### src/rtl/button_events.sv
// Press/release/short/long/auto-repeat event generator for a debounced button.
// The debounced level is resynchronised into clk, then timed in prescaled ticks.
module button_events #(
    parameter int TICK_DIV     = 1000,
    parameter int LONG_TICKS   = 500,
    parameter int REPEAT_TICKS = 100,
    parameter int CNT_W        = 16
) (
    input  logic             clk,
    input  logic             reset,
    input  logic             debounced,
    output logic             held,
    output logic             press_pulse,
    output logic             release_pulse,
    output logic             short_press,
    output logic             long_press,
    output logic             repeat_pulse,
    output logic [CNT_W-1:0] hold_ticks
);

    localparam int PW = (TICK_DIV > 1) ? $clog2(TICK_DIV) : 1;
    localparam int RW = (REPEAT_TICKS > 1) ? $clog2(REPEAT_TICKS) : 1;

    localparam logic [PW-1:0]    PRESC_LAST = PW'(TICK_DIV - 1);
    localparam logic [RW-1:0]    RPT_LAST   = RW'(REPEAT_TICKS - 1);
    localparam logic [CNT_W-1:0] LONG_M1    = CNT_W'(LONG_TICKS - 1);
    localparam logic [CNT_W-1:0] HOLD_MAX   = {CNT_W{1'b1}};

    typedef enum logic [1:0] {
        IDLE    = 2'd0,
        PRESSED = 2'd1,
        LONG    = 2'd2
    } state_t;

    state_t           state_q, state_d;
    logic             sync1_q, sync2_q;
    logic             press_q, press_d;
    logic             release_q, release_d;
    logic             short_q, short_d;
    logic             long_q, long_d;
    logic             repeat_q, repeat_d;
    logic [PW-1:0]    presc_q, presc_d;
    logic [RW-1:0]    rpt_q, rpt_d;
    logic [CNT_W-1:0] hold_q, hold_d;

    logic rise, fall, tick;

    // Edges are detected one stage early so the strobes land with the first
    // cycle of the new held level.
    assign rise = sync1_q & ~sync2_q;
    assign fall = ~sync1_q & sync2_q;
    // No tick in the press cycle itself, so TICK_DIV=1 still ticks first at P+1.
    assign tick = sync2_q & (presc_q == PRESC_LAST) & ~press_q;

    always_ff @(posedge clk) begin
        if (reset) begin
            state_q   <= IDLE;
            sync1_q   <= 1'b0;
            sync2_q   <= 1'b0;
            press_q   <= 1'b0;
            release_q <= 1'b0;
            short_q   <= 1'b0;
            long_q    <= 1'b0;
            repeat_q  <= 1'b0;
            presc_q   <= '0;
            rpt_q     <= '0;
            hold_q    <= '0;
        end else begin
            state_q   <= state_d;
            sync1_q   <= debounced;
            sync2_q   <= sync1_q;
            press_q   <= press_d;
            release_q <= release_d;
            short_q   <= short_d;
            long_q    <= long_d;
            repeat_q  <= repeat_d;
            presc_q   <= presc_d;
            rpt_q     <= rpt_d;
            hold_q    <= hold_d;
        end
    end

    always_comb begin
        state_d   = state_q;
        press_d   = rise;
        release_d = fall;
        short_d   = fall & (state_q != LONG);
        long_d    = 1'b0;
        repeat_d  = 1'b0;
        presc_d   = presc_q;
        rpt_d     = rpt_q;
        hold_d    = hold_q;

        case (state_q)
            IDLE: begin
                if (press_q) state_d = PRESSED;
            end
            PRESSED: begin
                if (!sync2_q) begin
                    state_d = IDLE;
                end else if (tick && hold_q == LONG_M1) begin
                    state_d = LONG;
                    long_d  = 1'b1;
                end
            end
            LONG: begin
                if (!sync2_q) state_d = IDLE;
            end
            default: state_d = IDLE;
        endcase

        if (!sync2_q || press_q) begin
            presc_d = '0;
        end else if (presc_q == PRESC_LAST) begin
            presc_d = '0;
        end else begin
            presc_d = presc_q + 1'b1;
        end

        if (rise) begin
            hold_d = '0;
        end else if (tick && hold_q != HOLD_MAX) begin
            hold_d = hold_q + 1'b1;
        end

        // Repeat cadence runs on its own counter so it survives hold_ticks saturation.
        if (state_q != LONG) begin
            rpt_d = '0;
        end else if (tick) begin
            if (rpt_q == RPT_LAST) begin
                rpt_d    = '0;
                repeat_d = 1'b1;
            end else begin
                rpt_d = rpt_q + 1'b1;
            end
        end
    end

    assign held          = sync2_q;
    assign press_pulse   = press_q;
    assign release_pulse = release_q;
    assign short_press   = short_q;
    assign long_press    = long_q;
    assign repeat_pulse  = repeat_q;
    assign hold_ticks    = hold_q;

endmodule

### config.mk
export PLATFORM = sky130hd
export DESIGN_NAME = button_events
export DESIGN_NICKNAME = d
export VERILOG_FILES = /design/src/rtl/button_events.sv
export SDC_FILE = /design/constraint.sdc
export NUM_CORES = 1
export LEC_CHECK = 0
export CAP_MARGIN = 30
export CORE_MARGIN = 4
export CORE_UTILIZATION = 55
export CTS_BUF_LIST = sky130_fd_sc_hd__clkbuf_4
export DETAILED_ROUTE_END_ITERATION = 6
export DONT_BUFFER_PORTS = 1
export PLACE_DENSITY = 0.75
export SYNTH_ARGS = -nofsm -noshare
export SYNTH_HDL_FRONTEND = slang
export SYNTH_SLANG_ARGS = --single-unit
### constraint.sdc
create_clock -name clk -period 2.3 [get_ports clk]
set_clock_uncertainty 0.15 [all_clocks]
set_input_delay 0.345 -clock clk [delete_from_list [all_inputs] [get_ports clk]]
set_output_delay 0.345 -clock clk [all_outputs]
set_load 0.03 [all_outputs]
==> results of run 1 <==
==> layout make-up <==
| type | count | area [um^2] |
|---|---|---|
| multi-input combinational | 159 | 1030 |
| inverter | 7 | 26.3 |
| clock buffer | 5 | 37.5 |
| sequential | 42 | 841 |
| tap | 46 | 57.6 |
| clock inverter | 3 | 63.8 |
| timing repair buffer | 22 | 170 |
| fill | 316 | 1130 |
==> critical path: stages (launching register included) <==
cell       delay, ps
dfxtp_1          330
ha_1             230
and3_1           230
a2111oi_0        650
nand3_1          210
xor2_1           160
nor2_1            50
==> cell usage after synthesis, drive strengths merged <==
cell | instances | area [um^2]
dfxtp | 42 | 841
inv | 7 | 26.3
nand4 | 9 | 56.3
xnor2 | 19 | 166
nor2 | 40 | 150
a21o | 1 | 7.51
nand2b | 2 | 12.5
or3 | 1 | 6.26
xor2 | 8 | 70.1
nor3 | 8 | 40.0
a31oi | 1 | 6.26
nand4bb | 1 | 27.5
nor4b | 4 | 35.0
nor4 | 10 | 111
and2 | 2 | 12.5
a31o | 1 | 8.76
nor3b | 1 | 12.5
nor2b | 4 | 25.0
nand2 | 13 | 48.8
nand4b | 2 | 17.5
or4 | 1 | 7.51
and3 | 3 | 18.8
and4 | 2 | 17.5
or2b | 2 | 15.0
a2111oi | 2 | 17.5
or3b | 1 | 8.76
ha | 3 | 37.5
buf | 3 | 21.3
o21ai | 1 | 5.00
nand3 | 12 | 60.1
clkbuf | 2 | 7.51
a21oi | 5 | 25.0
==> per-stage QoR <==
| step | cell area [um^2] | cells | util | hold slack [ps] |
|---|---|---|---|---|
| floorplan | 1920 | 213 | - | 267 |
| global placement | 2110 | 274 | 0.627 | 268 |
| detailed placement | 2110 | 274 | 0.627 | 270 |
| CTS | 2230 | 284 | 0.663 | 32.9 |
| global route | 2230 | 284 | 0.663 | 35.2 |
| finish | 2230 | 284 | 0.663 | 45.8 |
==> layer usage <==
metal | vias up | global-route usage | routed length [um]
met5 | - | 0 | 0
met4 | 0 | 0.114 | 97
met3 | 9 | 0.0516 | 165
met2 | 36 | 0.267 | 1590
met1 | 675 | 0.238 | 1780
li1 | 786 | - | -
==> report_power, final <==
group          leakage [nW]  switching [mW]  internal (mW)
clock                0.0528           0.240          0.335
combinational         0.345          0.0156        0.00892
sequential            0.339         0.00484          0.731
==> flip-flops by register name, summed over array words and instances (netlist names), 2 cells and up <==
name / cells
presc_q: 10
rpt_q: 7
hold_ticks: 16
state_q: 2
==> cell families (layout without fill, tap and decap cells) <==
family,after synthesis,in the layout
DFF,42,42
xor gates and xnor gates,27,27
AOI/OAI and AO/OA,11,11
and+or+nand+nor,118,118
adders and majority gates,3,3
buffers and inverters,12,37
==> what timing repair did <==
action	4_1_cts	5_1_grt
hold buffers	2	0
resized for setup	0	0
setup endpoints to repair	0	0
endpoints found under the hold margin	3	0
==> worst min-delay path by stage <==
stage | from | end
2_1_floorplan | reset | sync1_q
4_1_cts | reset | repeat_pulse
3_3_place_gp | reset | sync1_q
5_1_grt | reset | state_q[1]
6_report | reset | repeat_pulse
3_5_place_dp | reset | sync1_q
==> impl_metrics.yaml, run 1 <==
run_status:
  status: "finished, final reports clean"
power:
  vdd_ir_drop_max_uv: 419
  power.total_mw: 1.34
  powerDensity_nw_per_um2: 599
  p_leak_nw: 0.737
timing:
  rsz0062_at_grt: "false"
  finalSetupTns_ps: 0
  setup_slack_ps: 167
  fin_crit_sh: 0.927
  fin_crit_ps: 2130
  setup_viol: 0
  finalHoldViolCount: 0
  maxSlewHeadroom: 0.547
  tightest_slew_ps: 662
  drv_slew: 0
  clock.fmax_ghz: 0.469
floorplanning:
  core_um2: 3360
  dieArea_um2: 4510
  row_count: 21
  initial_utilization: 0.572
  ioPinCount: 25
  die_x_um: 67.1
  die_h_um: 67.1
yosys:
  yosysWarnings: 0
  synthCells: 213
  synth.yosys.seq_area_share: 0.437
  syn_area_per_cell_um2: 9.03
  synth_top_family_by_area: "simple AND/OR/NAND/NOR gates"
  synth_nets: 219
  synthMuxAreaShare: 0
  synth-xor-area-share: 0.123
  yosys.area_share.simple: 0.355
  synth_cell_types: 35
  synth_compound_area_frac: 0.0364
  synth-seq-cells: 42
  syn_area_um2: 1920
  synth_fa_ha_area_frac: 0.0195
routing:
  viasPerCell: 5.30
  drc: 0
  dr.pass1.iters: 4
  wirelength_um: 3640
  drtIter0Drc: 118
  ant_nets: 0
  wire_per_inst_um: 12.8
  via_count: 1506
placed_design:
  globalplace.congestion: 0.834
  place_ws_ps: 155
  port_buffers: 0
  hpwl_um: 2570
setup_path:
  r2r_cells: 6
  startpoint_type: "register"
  reg2reg_setup_slack_ps: 170
  cp-startpoint: "hold_ticks[0]"
  timing.rr.start: "hold_ticks[0]"
  required_ps: 2380
  cp-end-kind: "register"
  arrival_ps: 2210
  path_max_fanout: 4
  criticalPathCategory: "reg2reg"
  r2r-end: "hold_ticks[14]"
  crit_path_end: "hold_ticks[14]"
cts:
  cts_setup_buffers: 0
  ctsRootBufferMaster: "clkbuf_4"
  clk-insertion-delay-late_ps: 350
  cts.path.max_buffers: 2
  clk_pin_slew_ps: 130
  cts_made_buffers: 5
  clock_sinks: 42
  htree_num_levels: 2
  cts_tree: "done"
final_layout:
  nNetsFinal: 243
  layout_commonest_cell: "dfxtp_1"
  layout-drive-gt1-share: 0.155
  area_growth_pct: 15.9
  layout_common_cells: "42 x dfxtp_1, 40 x nor2_1, 20 x buf_4"
  antenna_cells: 0
global_route:
  first_global_vias: 1404
  antenna_found_initial: 0
  grt_overflow: 0
  grt_pass1_wl_um: 6210
  track_usage: 0.184
  grt_max_degree: 17
worst_hold_path:
  hold_path_class: "in2reg"
  whs_path_depth: 2
run:
  max_cap_viol_count: 0
No activity file was read; power rests on OpenSTA's default activity.
==> run 2, diff against run 1 <==
--- a/config.mk
+++ b/config.mk
@@ -12,6 +12,7 @@
 export DETAILED_ROUTE_END_ITERATION = 6
 export DONT_BUFFER_PORTS = 1
 export PLACE_DENSITY = 0.75
+export RECOVER_POWER = 25
 export SYNTH_ARGS = -nofsm -noshare
 export SYNTH_HDL_FRONTEND = slang
 export SYNTH_SLANG_ARGS = --single-unit
==> impl_metrics.yaml, run 2 (synthesis gave the netlist of run 1 again) <==
run_status:
  status: "finished, final reports clean"
cts:
  cts_made_buffers: 5
  ctsRootBufferMaster: "clkbuf_4"
  cts.path.max_buffers: 2
  clock_sinks: 42
  cts_setup_buffers: 0
  clk_pin_slew_ps: 120
  hold_buffers: 2
  htree_num_levels: 2
  clk-insertion-delay-late_ps: 350
  cts_tree: "done"
  cts_resized: 0
setup_path:
  criticalPathCategory: "reg2reg"
  required_ps: 2380
  startpoint_type: "register"
  path_max_fanout: 14
  arrival_ps: 2210
  timing.rr.start: "presc_q[4]"
  cp-startpoint: "presc_q[4]"
  cp-end-kind: "register"
global_route:
  track_usage: 0.184
  first_global_vias: 1404
  antenna_found_initial: 0
  grt_max_degree: 17
  grt_overflow: 0
  grt_pass1_wl_um: 6210
final_layout:
  fillers: 320
  design_area_um2: 2210
  fin_cells: 284
  largest_reg_flops: 16
  antenna_cells: 0
  nNetsFinal: 243
  area_growth_pct: 15.0
  layout_common_cells: "42 x dfxtp_1, 40 x nor2_1, 19 x xnor2_1"
  layout_commonest_cell: "dfxtp_1"
  layout-drive-gt1-share: 0.134
routing:
  dr.pass1.iters: 4
  viasPerCell: 5.31
  wirelength_um: 3630
  drc: 0
  via_count: 1507
  ant_nets: 0
  wire_per_inst_um: 12.8
  drtIter0Drc: 119
timing:
  tightest_slew_ps: 660
  hold_ws_ps: 46.7
  rsz0062_at_grt: "false"
  maxSlewHeadroom: 0.549
  fin_crit_sh: 0.926
  fin_crit_ps: 2130
  setup_viol: 0
  finalHoldViolCount: 0
  drv_slew: 0
  finalSetupTns_ps: 0
  clock.fmax_ghz: 0.469
worst_hold_path:
  hold_path_class: "in2reg"
  min_from: "reset"
floorplanning:
  die_h_um: 67.1
  row_count: 21
  dieArea_um2: 4510
  die_x_um: 67.1
  initial_utilization: 0.572
  ioPinCount: 25
  core_um2: 3360
placed_design:
  port_buffers: 0
  globalplace.congestion: 0.834
  dpl_cell_area_um2: 2110
  dp_cells: 274
  hpwl_um: 2570
power:
  p_leak_nw: 0.715
  powerDensity_nw_per_um2: 603
  vdd_ir_drop_max_uv: 418
run:
  max_cap_viol_count: 0
## run 2: report_power, final
part	switching [mW]	internal (mW)	leakage [nW]
Combinational	0.0157	0.00771	0.323
Sequential	0.00475	0.731	0.339
Clock	0.239	0.335	0.0528
## run 2: critical path: stages (launching register included)
cell and delay, ps:
dfxtp_1 340, nand4bb_4 260, or4_1 520, buf_4 210
nor4b_1 330, xnor2_1 160, nor2_1 50
## run 2: final timing paths
kind / endpoint / slack [ps] / cells past startpoint
max reg2reg: hold_ticks[13] / 170 / 6
min: repeat_pulse / 50 / 2
max: hold_ticks[13] / 170 / 6
min reg2reg: presc_q[0] / 320 / 1
## run 2: per-stage QoR
stage                util  power, mW  setup WS (ps)
finish              0.657       1.33            169
detailed placement  0.627      0.774            155
global route        0.657       1.39           35.0
CTS                 0.663       1.35            142
floorplan               -      0.768           58.9
global placement    0.627      0.774            199
## run 2: cell type report
class                   instances  area [um^2]  area share
clock inverters                 3         63.8      0.0289
clock buffers                   5         37.5      0.0170
well taps                      46         57.6      0.0260
multi-input cells             159         1030       0.467
flip-flops and latches         42          841       0.380
repair buffers                 22          151      0.0685
inverters                       7         26.3      0.0119
## run 2: routing by layer
metal | vias up | part of all wire | track usage
met2 | 45 | 0.43 | 0.267
met1 | 668 | 0.48 | 0.238
met3 | 9 | 0.060 | 0.0516
li1 | 785 | - | -
met5 | - | 0 | 0
met4 | 0 | 0.027 | 0.114
